`config.mk`:
```
export PLATFORM = sky130hd
export DESIGN_NAME = score_ranker
export DESIGN_NICKNAME = d
export VERILOG_FILES = /design/src/rtl/score_ranker.sv
export SDC_FILE = /design/constraint.sdc
export NUM_CORES = 1
export LEC_CHECK = 0
export CAP_MARGIN = 20
export CORE_AREA = 4 4 135 137
export CTS_CLUSTER_SIZE = 10
export DETAILED_ROUTE_END_ITERATION = 10
export DIE_AREA = 0 0 139 141
export PLACE_DENSITY_LB_ADDON = 0.25
export SLEW_MARGIN = 15
export SYNTH_ARGS = -nofsm -noshare
export SYNTH_HDL_FRONTEND = slang
export SYNTH_SLANG_ARGS = --single-unit
```
`constraint.sdc`:
```
create_clock -name clk_100MHz -period 4.6 [get_ports clk_100MHz]
set_clock_uncertainty 0.05 [all_clocks]
set_input_delay 0.92 -clock clk_100MHz [delete_from_list [all_inputs] [get_ports clk_100MHz]]
set_output_delay 0.92 -clock clk_100MHz [all_outputs]
set_load 0.005 [all_outputs]
```
`src/rtl/score_ranker.sv`:
```
// Sorted top-5 best-time table: candidates are scanned one slot per cycle and
// inserted in ascending order, with a 1-deep pending buffer for overlapping triggers.
module score_ranker #(
  parameter logic [9:0] EMPTY_CODE = 10'h3FF
) (
  input  logic       clk_100MHz,
  input  logic       reset,
  input  logic [9:0] new_score,
  output logic [9:0] top_score0,
  output logic [9:0] top_score1,
  output logic [9:0] top_score2,
  output logic [9:0] top_score3,
  output logic [9:0] top_score4,
  output logic [4:0] slot_valid,
  output logic       busy,
  output logic       rank_valid,
  output logic [2:0] last_rank,
  output logic       dropped
);

  typedef enum logic [1:0] {IDLE, SCAN, INSERT} state_t;

  state_t          state_q, state_d;
  logic [2:0]      idx_q, idx_d, pos_q, pos_d;
  logic [9:0]      cand_q, cand_d, pend_q, pend_d, prev_q;
  logic            pend_vld_q, pend_vld_d;
  logic [4:0][9:0] slot_q, slot_d, top_q, top_d;
  logic [4:0]      sv_q, sv_d, lowmask;
  logic            rank_valid_q, rank_valid_d, dropped_q, dropped_d;
  logic [2:0]      last_rank_q, last_rank_d;
  logic            trig, done;

  always_comb begin
    state_d      = state_q;
    idx_d        = idx_q;
    pos_d        = pos_q;
    cand_d       = cand_q;
    pend_d       = pend_q;
    pend_vld_d   = pend_vld_q;
    slot_d       = slot_q;
    sv_d         = sv_q;
    rank_valid_d = 1'b0;
    last_rank_d  = last_rank_q;
    dropped_d    = dropped_q;
    done         = 1'b0;
    trig         = (new_score != 10'd0) && (new_score != prev_q);
    lowmask      = (5'd1 << pos_q) - 5'd1;

    case (state_q)
      IDLE: begin
        if (trig) begin
          cand_d  = new_score;
          idx_d   = 3'd0;
          state_d = SCAN;
        end
      end
      SCAN: begin
        if (!sv_q[idx_q] || (cand_q < slot_q[idx_q])) begin
          pos_d   = idx_q;
          state_d = INSERT;
        end else if (idx_q == 3'd4) begin
          rank_valid_d = 1'b1;
          last_rank_d  = 3'd7;
          done         = 1'b1;
        end else begin
          idx_d = idx_q + 3'd1;
        end
      end
      INSERT: begin
        // Shift-only insert; old slot 4 falls off the end.
        slot_d[0] = (pos_q == 3'd0) ? cand_q : slot_q[0];
        for (int i = 1; i < 5; i++) begin
          if (3'(i) == pos_q)     slot_d[i] = cand_q;
          else if (3'(i) > pos_q) slot_d[i] = slot_q[i-1];
        end
        sv_d         = ({sv_q[3:0], 1'b1} & ~lowmask) | (sv_q & lowmask);
        rank_valid_d = 1'b1;
        last_rank_d  = pos_q;
        done         = 1'b1;
      end
      default: state_d = IDLE;
    endcase

    // Finishing a candidate: chain straight into pending (or a same-cycle trigger).
    if (done) begin
      idx_d = 3'd0;
      if (pend_vld_q) begin
        cand_d     = pend_q;
        pend_vld_d = 1'b0;
        state_d    = SCAN;
      end else if (trig) begin
        cand_d  = new_score;
        state_d = SCAN;
      end else begin
        state_d = IDLE;
      end
    end

    if (trig && (state_q != IDLE) && !(done && !pend_vld_q)) begin
      if (pend_vld_q && !done) begin
        dropped_d = 1'b1;
      end else begin
        pend_d     = new_score;
        pend_vld_d = 1'b1;
      end
    end

    for (int i = 0; i < 5; i++)
      top_d[i] = sv_d[i] ? slot_d[i] : EMPTY_CODE;
  end

  always_ff @(posedge clk_100MHz) begin
    if (reset) begin
      state_q      <= IDLE;
      idx_q        <= 3'd0;
      pos_q        <= 3'd0;
      cand_q       <= 10'd0;
      pend_q       <= 10'd0;
      pend_vld_q   <= 1'b0;
      prev_q       <= 10'd0;
      slot_q       <= {5{EMPTY_CODE}};
      top_q        <= {5{EMPTY_CODE}};
      sv_q         <= 5'd0;
      rank_valid_q <= 1'b0;
      last_rank_q  <= 3'd7;
      dropped_q    <= 1'b0;
    end else begin
      state_q      <= state_d;
      idx_q        <= idx_d;
      pos_q        <= pos_d;
      cand_q       <= cand_d;
      pend_q       <= pend_d;
      pend_vld_q   <= pend_vld_d;
      prev_q       <= new_score;
      slot_q       <= slot_d;
      top_q        <= top_d;
      sv_q         <= sv_d;
      rank_valid_q <= rank_valid_d;
      last_rank_q  <= last_rank_d;
      dropped_q    <= dropped_d;
    end
  end

  assign top_score0 = top_q[0];
  assign top_score1 = top_q[1];
  assign top_score2 = top_q[2];
  assign top_score3 = top_q[3];
  assign top_score4 = top_q[4];
  assign slot_valid = sv_q;
  assign busy       = (state_q != IDLE);
  assign rank_valid = rank_valid_q;
  assign last_rank  = last_rank_q;
  assign dropped    = dropped_q;

endmodule

```
* After elaboration in Yosys (flattened, before gate mapping)
Index checks and enable logic that the tools add are counted.
** Operators by class
- Reductions and logical operators :: 28
- Shift operators :: 1
- Multiply operators :: 0
- $lt $le $gt $ge :: 6
- Multiplexer cells :: 39
- Eq/ne operators :: 15
- Add/subtract/negate cells :: 2
- Div/mod/pow operators :: 0
- Bitwise operators :: 10
** Operators by type and width (number)
- 2-to-1 mux 10 bit :: 15
- 2-to-1 mux 50 bit :: 1
- binary-select mux 10 bit (select 3 bit) :: 1
- 2-to-1 mux 3 bit :: 5
- case mux 3 bit (2 select lines) :: 2
- OR reduction 2 bit :: 6
- bitwise AND 5 bit :: 2
- less-than comparator 10 bit :: 1
- inequality test 10 bit :: 1
- inequality test 2 bit, second input constant :: 5
- nonzero test 10 bit :: 1
- 2-to-1 mux 1 bit :: 8
- == test 2 x 3 -> 1 bit, first input constant :: 2
- greater-than comparator 2 x 3 -> 1 bit, first input constant :: 2
- 2-to-1 mux 2 bit :: 3
- inequality test 3 bit, second input constant :: 2
- NOT 1 bit :: 6
- case mux 2 bit (3 select lines) :: 1
- AND reduction 2 bit :: 3
- AND reduction 3 bit :: 2
- nonzero test 2 bit :: 3
- logical AND 1 bit :: 5
- 2-to-1 mux 5 bit :: 1
- NOT 5 bit :: 1
- 19 further kinds :: 22
** Storage, ports and cells
- Memory bits (writable) :: 0
- Memories kept :: 0
- Input port bits :: 12
- Output and inout port bits :: 61
- Flip-flop bits (word level) :: 149
- Logic and storage cells :: 122
- Latch bits :: 0
- Memory bits (read-only) :: 0

* Depth between registers and ports, before layout
Gate-level depths: netlist of the first run.
- Depth in word-level cells :: 10
- Mapped depth :: 15
- Depth with buffers taken out :: 13

* Least setup slack after synthesis of the first run
OpenSTA, ideal clock, no wires.
- Path type :: register -> register
- Start :: reg idx_q[0]
- End :: reg pend_q[0]
- Path slack :: 837 ps
- Setup time :: 121 ps
- Stages on the path, launching flop included :: 14
- Arrival :: 3592 ps
- Path through :: dfxtp_1 -> buf_4 -> clkbuf_1 -> mux4_2 -> nor2b_1 -> a31oi_1 -> ha_1 -> nand4_1 -> inv_1 -> a2111oi_2 -> a21oi_2 -> o21a_4 -> mux2i_4 -> mux2_2
** On the way
- Cells in the longest elaborated chain, start to end :: 10
- Elaborated cells on any way between the ends :: 18
** RTL lines
- from (decl) :: line 24 : logic [2:0] idx_q, idx_d, pos_q, pos_d;
- from (signal assigned) :: line 129 : idx_q <= idx_d;
- binary-select mux 10 bit (select 3 bit) / binary-select mux 1 bit (select 3 bit) (equally long branches) :: line 58 : if (!sv_q[idx_q] || (cand_q < slot_q[idx_q])) begin
- 2-to-1 mux 10 bit (implied by the code) / 2-to-1 mux 1 bit (equally long branches) :: line 58
- less-than comparator 10 bit / logical NOT 1 bit (equally long branches) :: line 58
- logical OR 1 bit :: line 58
- 2-to-1 mux 1 bit * :: line 58
- case mux 1 bit (2 select lines) * :: line 49 : case (state_q)
- logical AND 1 bit / logical NOT 1 bit (equally long branches) :: line 99, 100
- logical NOT 1 bit / logical AND 1 bit (equally long branches) :: line 99, 100
- logical AND 1 bit / NOT 1 bit (equally long branches)
- AND reduction 2 bit (no source line) *
- to (signal assigned) :: line 132 : pend_q <= pend_d;
- to (decl) :: line 25 : logic [9:0] cand_q, cand_d, pend_q, pend_d, prev_q;
Every way passes the cells marked *; elsewhere a longest branch is shown, timed or not. The select of a mux whose other input is x is not followed.
A chain may end at the register's enable or synchronous reset.

* Worst setup path in the final report of the first run
- Start :: reg idx_q[2]
- End :: reg pend_q[5]
Same word-level chain as after synthesis.

==> run_results.csv, run 1 <==
group,metric,value,unit
detailed_routing,drc,0,
cells_and_area,mostFrequentLayoutCell,"dfxtp_1",
logic_synthesis,synth_compound_area_share,16.3,%
cts,clk_pin_slew,0.06,ns
global_route,met3_usage,4.72,%
die,coreArea,17100,µm²
critical_path,path_cells,"nor2_1 > nand2_1 > o21ai_0 > o21ai_0 > ha_1 > a21oi_1 > o21ai_0 > a2111oi_2 > a21oi_2 > o21a_4 > mux2i_4 > mux2_2",
global_route,grtUsageMet1,26.7,%
outcome,status,"finished clean",
logic_synthesis,synth_async_sr_flop_share,0,%
global_route,met2_usage,28.9,%
power_and_ir_drop,total_power,3.53,mW
place,dpl.cell_count,999,
logic_synthesis,synth_xor_area_share,1.43,%
critical_path,worst-setup-path-type,"reg -> reg",
cells_and_area,final-instance-count-excl-fill,1029,
power_and_ir_drop,peakVddDrop,0.278,mV
critical_path,path_buf_inv,0,
power_and_ir_drop,power_frac_comb,18.7,%
sta,rsz0062_at_grt,"no",
critical_path,crit_start,"idx_q[2]",
die,start_util,39.5,%
detailed_routing,drtIter0Drc,451,
detailed_routing,vias_per_cell,5.32,
logic_synthesis,yosys.area_share.simple,20.4,%
cells_and_area,fin_util,47.9,%
logic_synthesis,synth-seq-cells,149,
critical_path,reg2reg_setup_slack,0.58,ns
logic_synthesis,synth_flop_cell,"dfxtp_1",
critical_path,rr_startpoint,"idx_q[2]",
critical_path,worstRegToRegCells,12,
critical_path,endpoint_kind,"flop",
cts,clock-root-buffer,"clkbuf_16",
cts,cts_tree,"built",
critical_path,r2r_end,"pend_q[5]",
logic_synthesis,synth-edff-count,0,
cts,clock-sinks,149,
die,boundaryPins,73,
critical_path,cpMostUsedCell,"o21ai_0",
global_route,top_usage_layer,"met2",
cells_and_area,drive_gt1_share,8.83,%
critical_path,arrival,4.29,ns
die,rows,48,
die,chipWidth,139,µm
cells_and_area,nets,821,
cells_and_area,final_cell_mix,"dfxtp_1 (149), nand2_1 (97), clkdlybuf4s50_1 (71)",
detailed_routing,drt_wl_total,18400,µm
sta,drv_slew,0,
detailed_routing,ant_nets,0,
place,portBuffers,72,
flow_run,cap_violations,0,
sta,hold_ws,0.432,ns
logic_synthesis,syn-num-nets,774,
critical_path,max_stage_delay,0.78,ns
logic_synthesis,synth_cell_types,48,
critical_path,crit_path_start_kind,"flop",
logic_synthesis,yosysWarningCount,0,
place,gp_congestion,0.894,
global_route,first_global_vias,5264,
logic_synthesis,synth_fa_ha_area_share,2.97,%
power_and_ir_drop,p_int,2.48,mW
global_route,overflow,0,
logic_synthesis,syn-mean-instance-area,9.03,µm²
critical_path,crit_path_max_fanout,18,
power_and_ir_drop,powerDensity,432,nW/µm²
global_route,grt_start_max_net_pins,59,
detailed_routing,vias,5477,
cts,numCtsBuffers,17,
cts,hold_buffers,0,
sta,setup_violations,0,
sta,fmax,249,MHz
sta,period_needed,4.02,ns
logic_synthesis,synth_top_family_by_area,"simple AND/OR/NAND/NOR gates",
sta,max-slew-margin-rel,35.7,%
critical_path,path_depth,12,
place,dp_hpwl,13300,µm
cts,ctsResizeCount,0,
cts,cts_max_level,4,
power_and_ir_drop,pwr-share-seq,44.2,%
critical_path,required,4.87,ns
global_route,gr-usage-all-layers,19.0,%
logic_synthesis,synth_area,6740,µm²
logic_synthesis,muxShareOfSynthArea,10.5,%
global_route,grt_pass1_wl,29600,µm
global_route,antenna_found_initial,0,
sta,tightest_slew,0.962,ns
detailed_routing,routedWlPerCell,17.8,µm
min_path,min-delay-path-class,"reg -> reg",
cells_and_area,area.growth.synth_to_final,21.1,%
power_and_ir_drop,clock_power_share,37.1,%
cts,clockBufferDepth,2,
detailed_routing,firstDrtPassIters,5,
cells_and_area,antennaDiodeCount,0,
logic_synthesis,syn_inst,746,
critical_path,cp_top_family,"compound AO/OA/AOI/OAI gates",
critical_path,crit_path_end,"pend_q[5]",
power_and_ir_drop,p_sw_share,29.8,%
cts,postCtsSetupBuffers,0,
die,die_area,19600,µm²
power_and_ir_drop,p_switching,1.05,mW
sta,hold_violations,0,
sta,period_share,87.5,%
critical_path,crit_path_top_delay_cell,"dfxtp_1",
sta,tns,0,ns
cts,insertion_delay,0.43,ns
die,die_y,141,µm
power_and_ir_drop,p_leak,3.06,nW
logic_synthesis,yosysSeqAreaShare,44.3,%
==> state kept, by name, summed over array words and instances, names as in the netlist <==
signal	cells
top_score4	10
rank_valid	1
last_rank	3
top_score3	10
pos_q	3
top_score2	10
idx_q	3
pend_vld_q	1
cand_q	10
state_q	2
slot_valid	5
prev_q	10
top_score1	10
dropped	1
slot_q	50
pend_q	10
top_score0	10
==> tightest hold or removal path, delay by kind of cell, from the launching register on <==
family	cells	cell delay, ns
AOI/OAI and AO/OA	1	0.05
and+or+nand+nor	1	0.07
DFF	1	0.33
==> synth_stat cells (2+ instances only) <==
master,instances,area share [%]
buf_2,3,0.22
a211oi_1,12,1.3
nor4_1,4,0.37
buf_1,3,0.17
mux2i_1,49,7.3
o211a_1,10,1.5
nand2b_1,59,5.5
nand3_1,15,1.1
nor2b_1,44,4.1
nand2_1,97,5.4
xnor2_1,9,1.2
mux4_2,2,0.67
a211o_1,11,1.4
inv_1,8,0.45
nand4_1,7,0.65
and3_1,2,0.19
mux2_2,13,2.2
a31oi_1,4,0.37
buf_4,2,0.22
a31o_2,2,0.26
clkbuf_1,48,2.7
xor2_1,2,0.26
ha_1,16,3.0
a21oi_1,44,3.3
nor3_1,15,1.1
dfxtp_1,149,44
o22ai_1,13,1.2
nor2_1,23,1.3
o21ai_0,39,2.9
or2_2,2,0.19
o221ai_1,20,2.6
buf_6,2,0.33
a221oi_1,2,0.26
==> through the flow <==
stage               setup WS [ns]  cell area (µm²)
detailed placement          0.465             7600
global route                0.266             8160
CTS                         0.580             8160
global placement            0.499             7600
floorplan                   0.837             6740
finish                      0.576             8160
==> area by class of cell <==
type | count | area (µm²)
timing repair buffer | 87 | 828
clock buffer | 22 | 474
fill | 1658 | 8890
inverter | 9 | 33.8
tap | 225 | 282
multi-input combinational | 529 | 3480
sequential | 149 | 2980
clock inverter | 8 | 76.3
==> power groups by stage <==
stage                     registers, mW  logic [mW]  clock network (mW)
after floorplan                    1.51       0.501                   0
after global placement             1.58       0.647                   0
after detailed placement           1.58       0.655                   0
after CTS                          1.55       0.661                1.33
after global routing               1.57       0.731                1.40
final                              1.56       0.658                1.31
==> routing by layer <==
layer | up-vias | wire, µm | part of all wire [%]
li1 | 2699 | - | -
met1 | 2604 | 8910 | 49
met2 | 157 | 8120 | 44
met3 | 17 | 1070 | 5.8
met4 | 0 | 252 | 1.4
met5 | - | 0 | 0
==> worst min-delay path by stage <==
stage | cells past startpoint | from | to
floorplan | 2 | dropped | dropped
global placement | 2 | dropped | dropped
detailed placement | 2 | dropped | dropped
CTS | 2 | dropped | dropped
global route | 2 | dropped | dropped
finish | 2 | dropped | dropped
==> cells by family (layout without fill, tap and decap cells) <==
family	count (synthesis)	in the layout
and+or+nand+nor	273	273
AOI/OAI and AO/OA	164	164
DFF	149	149
buffers and inverters	68	126
muxes	65	65
adders and majority gates	16	16
xor gates and xnor gates	11	11
(Power assumes the default switching activity.)
==> run 2: changes to the inputs <==
--- a/config.mk
+++ b/config.mk
@@ -10,6 +10,7 @@
 export CTS_CLUSTER_SIZE = 10
 export DETAILED_ROUTE_END_ITERATION = 10
 export DIE_AREA = 0 0 139 141
+export GPL_TIMING_DRIVEN = 0
 export PLACE_DENSITY_LB_ADDON = 0.25
 export SLEW_MARGIN = 15
 export SYNTH_ARGS = -nofsm -noshare
==> run 2 against run 1 <==
Combinational power grew 5.0%. Sequential share of layout area is 0.89 points lower. Register-to-register slack worse by 0.15 ns. Critical path depth rose by 2. Flip-flop and latch count unchanged. Clock power grew 14%. Wire length up 3.4%. Design area is 2.5% higher. Cell count is 4.4% higher. Non-clock buffer count up 43. Clock-buffer cell count shrank 5. Total power rose by 5.7%. Critical path type unchanged. Critical endpoint is now cand_q[7]. Largest cell class unchanged. Highest routed layer unchanged.
==> run_results.csv, run 2 (synthesis gave the netlist of run 1 again) <==
group,metric,value,unit
power_and_ir_drop,p_switching,1.12,mW
cells_and_area,nFillCells,1665,
critical_path,reg2reg_setup_slack,0.43,ns
place,dp_hpwl,14000,µm
detailed_routing,drtIter0Drc,371,
power_and_ir_drop,p_leak,3.13,nW
power_and_ir_drop,clock_power_share,39.8,%
cts,clock-root-buffer,"clkbuf_16",
place,dpl.cell_count,1043,
global_route,met3_usage,4.99,%
cts,clk_pin_slew,0.06,ns
sta,tightest_slew,0.609,ns
outcome,status,"finished clean",
cts,cts_tree,"built",
critical_path,required,4.84,ns
cells_and_area,largest_reg_flops,50,
die,chipWidth,139,µm
global_route,top_usage_layer,"met2",
cts,insertion_delay,0.44,ns
cells_and_area,mostFrequentLayoutCell,"dfxtp_1",
sta,hold_violations,0,
critical_path,path_cells,"buf_4 > inv_2 > nor2_1 > nand2_1 > o21ai_0 > o21ai_0 > ha_1 > a21oi_1 > o21ai_0 > a2111oi_2 > a21oi_2 > o21ai_1 > clkbuf_1 > a211oi_1",
sta,max-slew-margin-rel,59.4,%
global_route,grt_start_max_net_pins,17,
cts,clock-sinks,149,
cells_and_area,largest-register,"slot_q",
detailed_routing,drt_wl_total,19000,µm
die,die_y,141,µm
detailed_routing,vias,5659,
place,dpl-instance-area,7740,µm²
cts,clockBufferDepth,2,
cells_and_area,design_area,8370,µm²
flow_run,cap_violations,0,
critical_path,cpMostUsedCell,"o21ai_0",
power_and_ir_drop,pwr-share-seq,41.7,%
cts,cts_max_level,4,
sta,tns,0,ns
power_and_ir_drop,powerDensity,446,nW/µm²
global_route,gr-usage-all-layers,19.6,%
min_path,whs_endpoint,"dropped",
detailed_routing,routedWlPerCell,17.7,µm
sta,rsz0062_at_grt,"no",
critical_path,rr_startpoint,"idx_q[0]",
min_path,hp-start,"dropped",
global_route,overflow,0,
cells_and_area,area.growth.synth_to_final,24.1,%
place,gp_congestion,0.954,
power_and_ir_drop,p_sw_share,29.9,%
die,boundaryPins,73,
power_and_ir_drop,peakVddDrop,0.288,mV
critical_path,crit_path_max_fanout,14,
cells_and_area,final_cell_mix,"dfxtp_1 (149), nand2_1 (97), clkdlybuf4s50_1 (72)",
sta,setup_violations,0,
critical_path,endpoint_kind,"flop",
critical_path,worst-setup-path-type,"reg -> reg",
sta,worst_slack,0.428,ns
global_route,grt_pass1_wl,30400,µm
global_route,met2_usage,29.8,%
sta,fmax,240,MHz
detailed_routing,vias_per_cell,5.27,
die,start_util,39.5,%
global_route,first_global_vias,5462,
sta,period_needed,4.17,ns
detailed_routing,drc,0,
cells_and_area,final-instance-count-excl-fill,1074,
place,portBuffers,72,
cts,postCtsSetupBuffers,0,
critical_path,max_stage_delay,0.60,ns
critical_path,arrival,4.41,ns
cells_and_area,nets,864,
critical_path,crit_path_start_kind,"flop",
global_route,grtUsageMet1,26.7,%
detailed_routing,firstDrtPassIters,5,
die,rows,48,
place,pre_cts_ws,0.163,ns
critical_path,worstRegToRegCells,14,
global_route,antenna_found_initial,0,
cells_and_area,drive_gt1_share,7.89,%
cells_and_area,antennaDiodeCount,0,
die,die_area,19600,µm²
sta,drv_slew,0,
die,coreArea,17100,µm²
power_and_ir_drop,p_int,2.61,mW
power_and_ir_drop,power_frac_comb,18.5,%
detailed_routing,ant_nets,0,
min_path,min-delay-path-class,"reg -> reg",
min_path,worstHoldPathCells,2,
critical_path,crit_path_top_delay_cell,"a2111oi_2",
critical_path,r2r_end,"cand_q[7]",
sta,period_share,90.7,%
cts,numCtsBuffers,17,
run 2: per-layer routing:
metal / vias up / part of all wire, %
met5: - / 0
met4: 0 / 2.9
met3: 38 / 6.9
met2: 203 / 43
met1: 2627 / 47
li1: 2791 / -
run 2: what timing repair did:
action | CTS | global route
endpoints found under the setup margin | 0 | 21
resized for setup | 0 | 1
hold buffers | 0 | 0
run 2: power by group through the flow:
| stage | logic, mW | clock network (mW) | registers (mW) |
|---|---|---|---|
| finish | 0.691 | 1.49 | 1.55 |
| global route | 0.764 | 1.56 | 1.56 |
| CTS | 0.690 | 1.50 | 1.54 |
| detailed placement | 0.684 | 0 | 1.57 |
| global placement | 0.677 | 0 | 1.57 |
| floorplan | 0.501 | 0 | 1.51 |
run 2: how the worst max path moves through the flow:
stage / from / to / slack, ns / cells after the start
finish: idx_q[0] / cand_q[7] / 0.43 / 14
global route: idx_q[0] / cand_q[7] / 0.13 / 14
detailed placement: idx_q[0] / cand_q[7] / 0.16 / 13
global placement: idx_q[0] / cand_q[4] / 0.28 / 13
floorplan: idx_q[0] / pend_q[0] / 0.84 / 13
CTS: idx_q[0] / cand_q[7] / 0.12 / 13
run 2: per-stage QoR:
stage | hold WS, ns | total power, mW | utilization (%)
after global placement | 0.414 | 2.25 | 45.4
after floorplan | 0.410 | 2.01 | -
after global routing | 0.486 | 3.89 | 49.0
after detailed placement | 0.431 | 2.25 | 45.4
after CTS | 0.446 | 3.74 | 49.1
final | 0.449 | 3.73 | 49.0
run 2: layout make-up:
type                    instances  area [µm²]  area share (%)
well taps                     225         282            3.37
multi-input cells             529        3470            41.5
flip-flops and latches        149        2980            35.7
plain buffers                  58         246            2.95
clock buffers                  17         425            5.09
repair buffers                 72         721            8.62
inverters                       9        33.8           0.404
clock inverters                15         201            2.41
run 2: worst max-delay path: cells and delay by family, from the launching register on:
| family | cells | cell delay, ns |
|---|---|---|
| AOI/OAI and AO/OA | 8 | 1.93 |
| adders and majority gates | 1 | 0.32 |
| buffers and inverters | 3 | 0.84 |
| DFF | 1 | 0.33 |
| and+or+nand+nor | 2 | 0.56 |
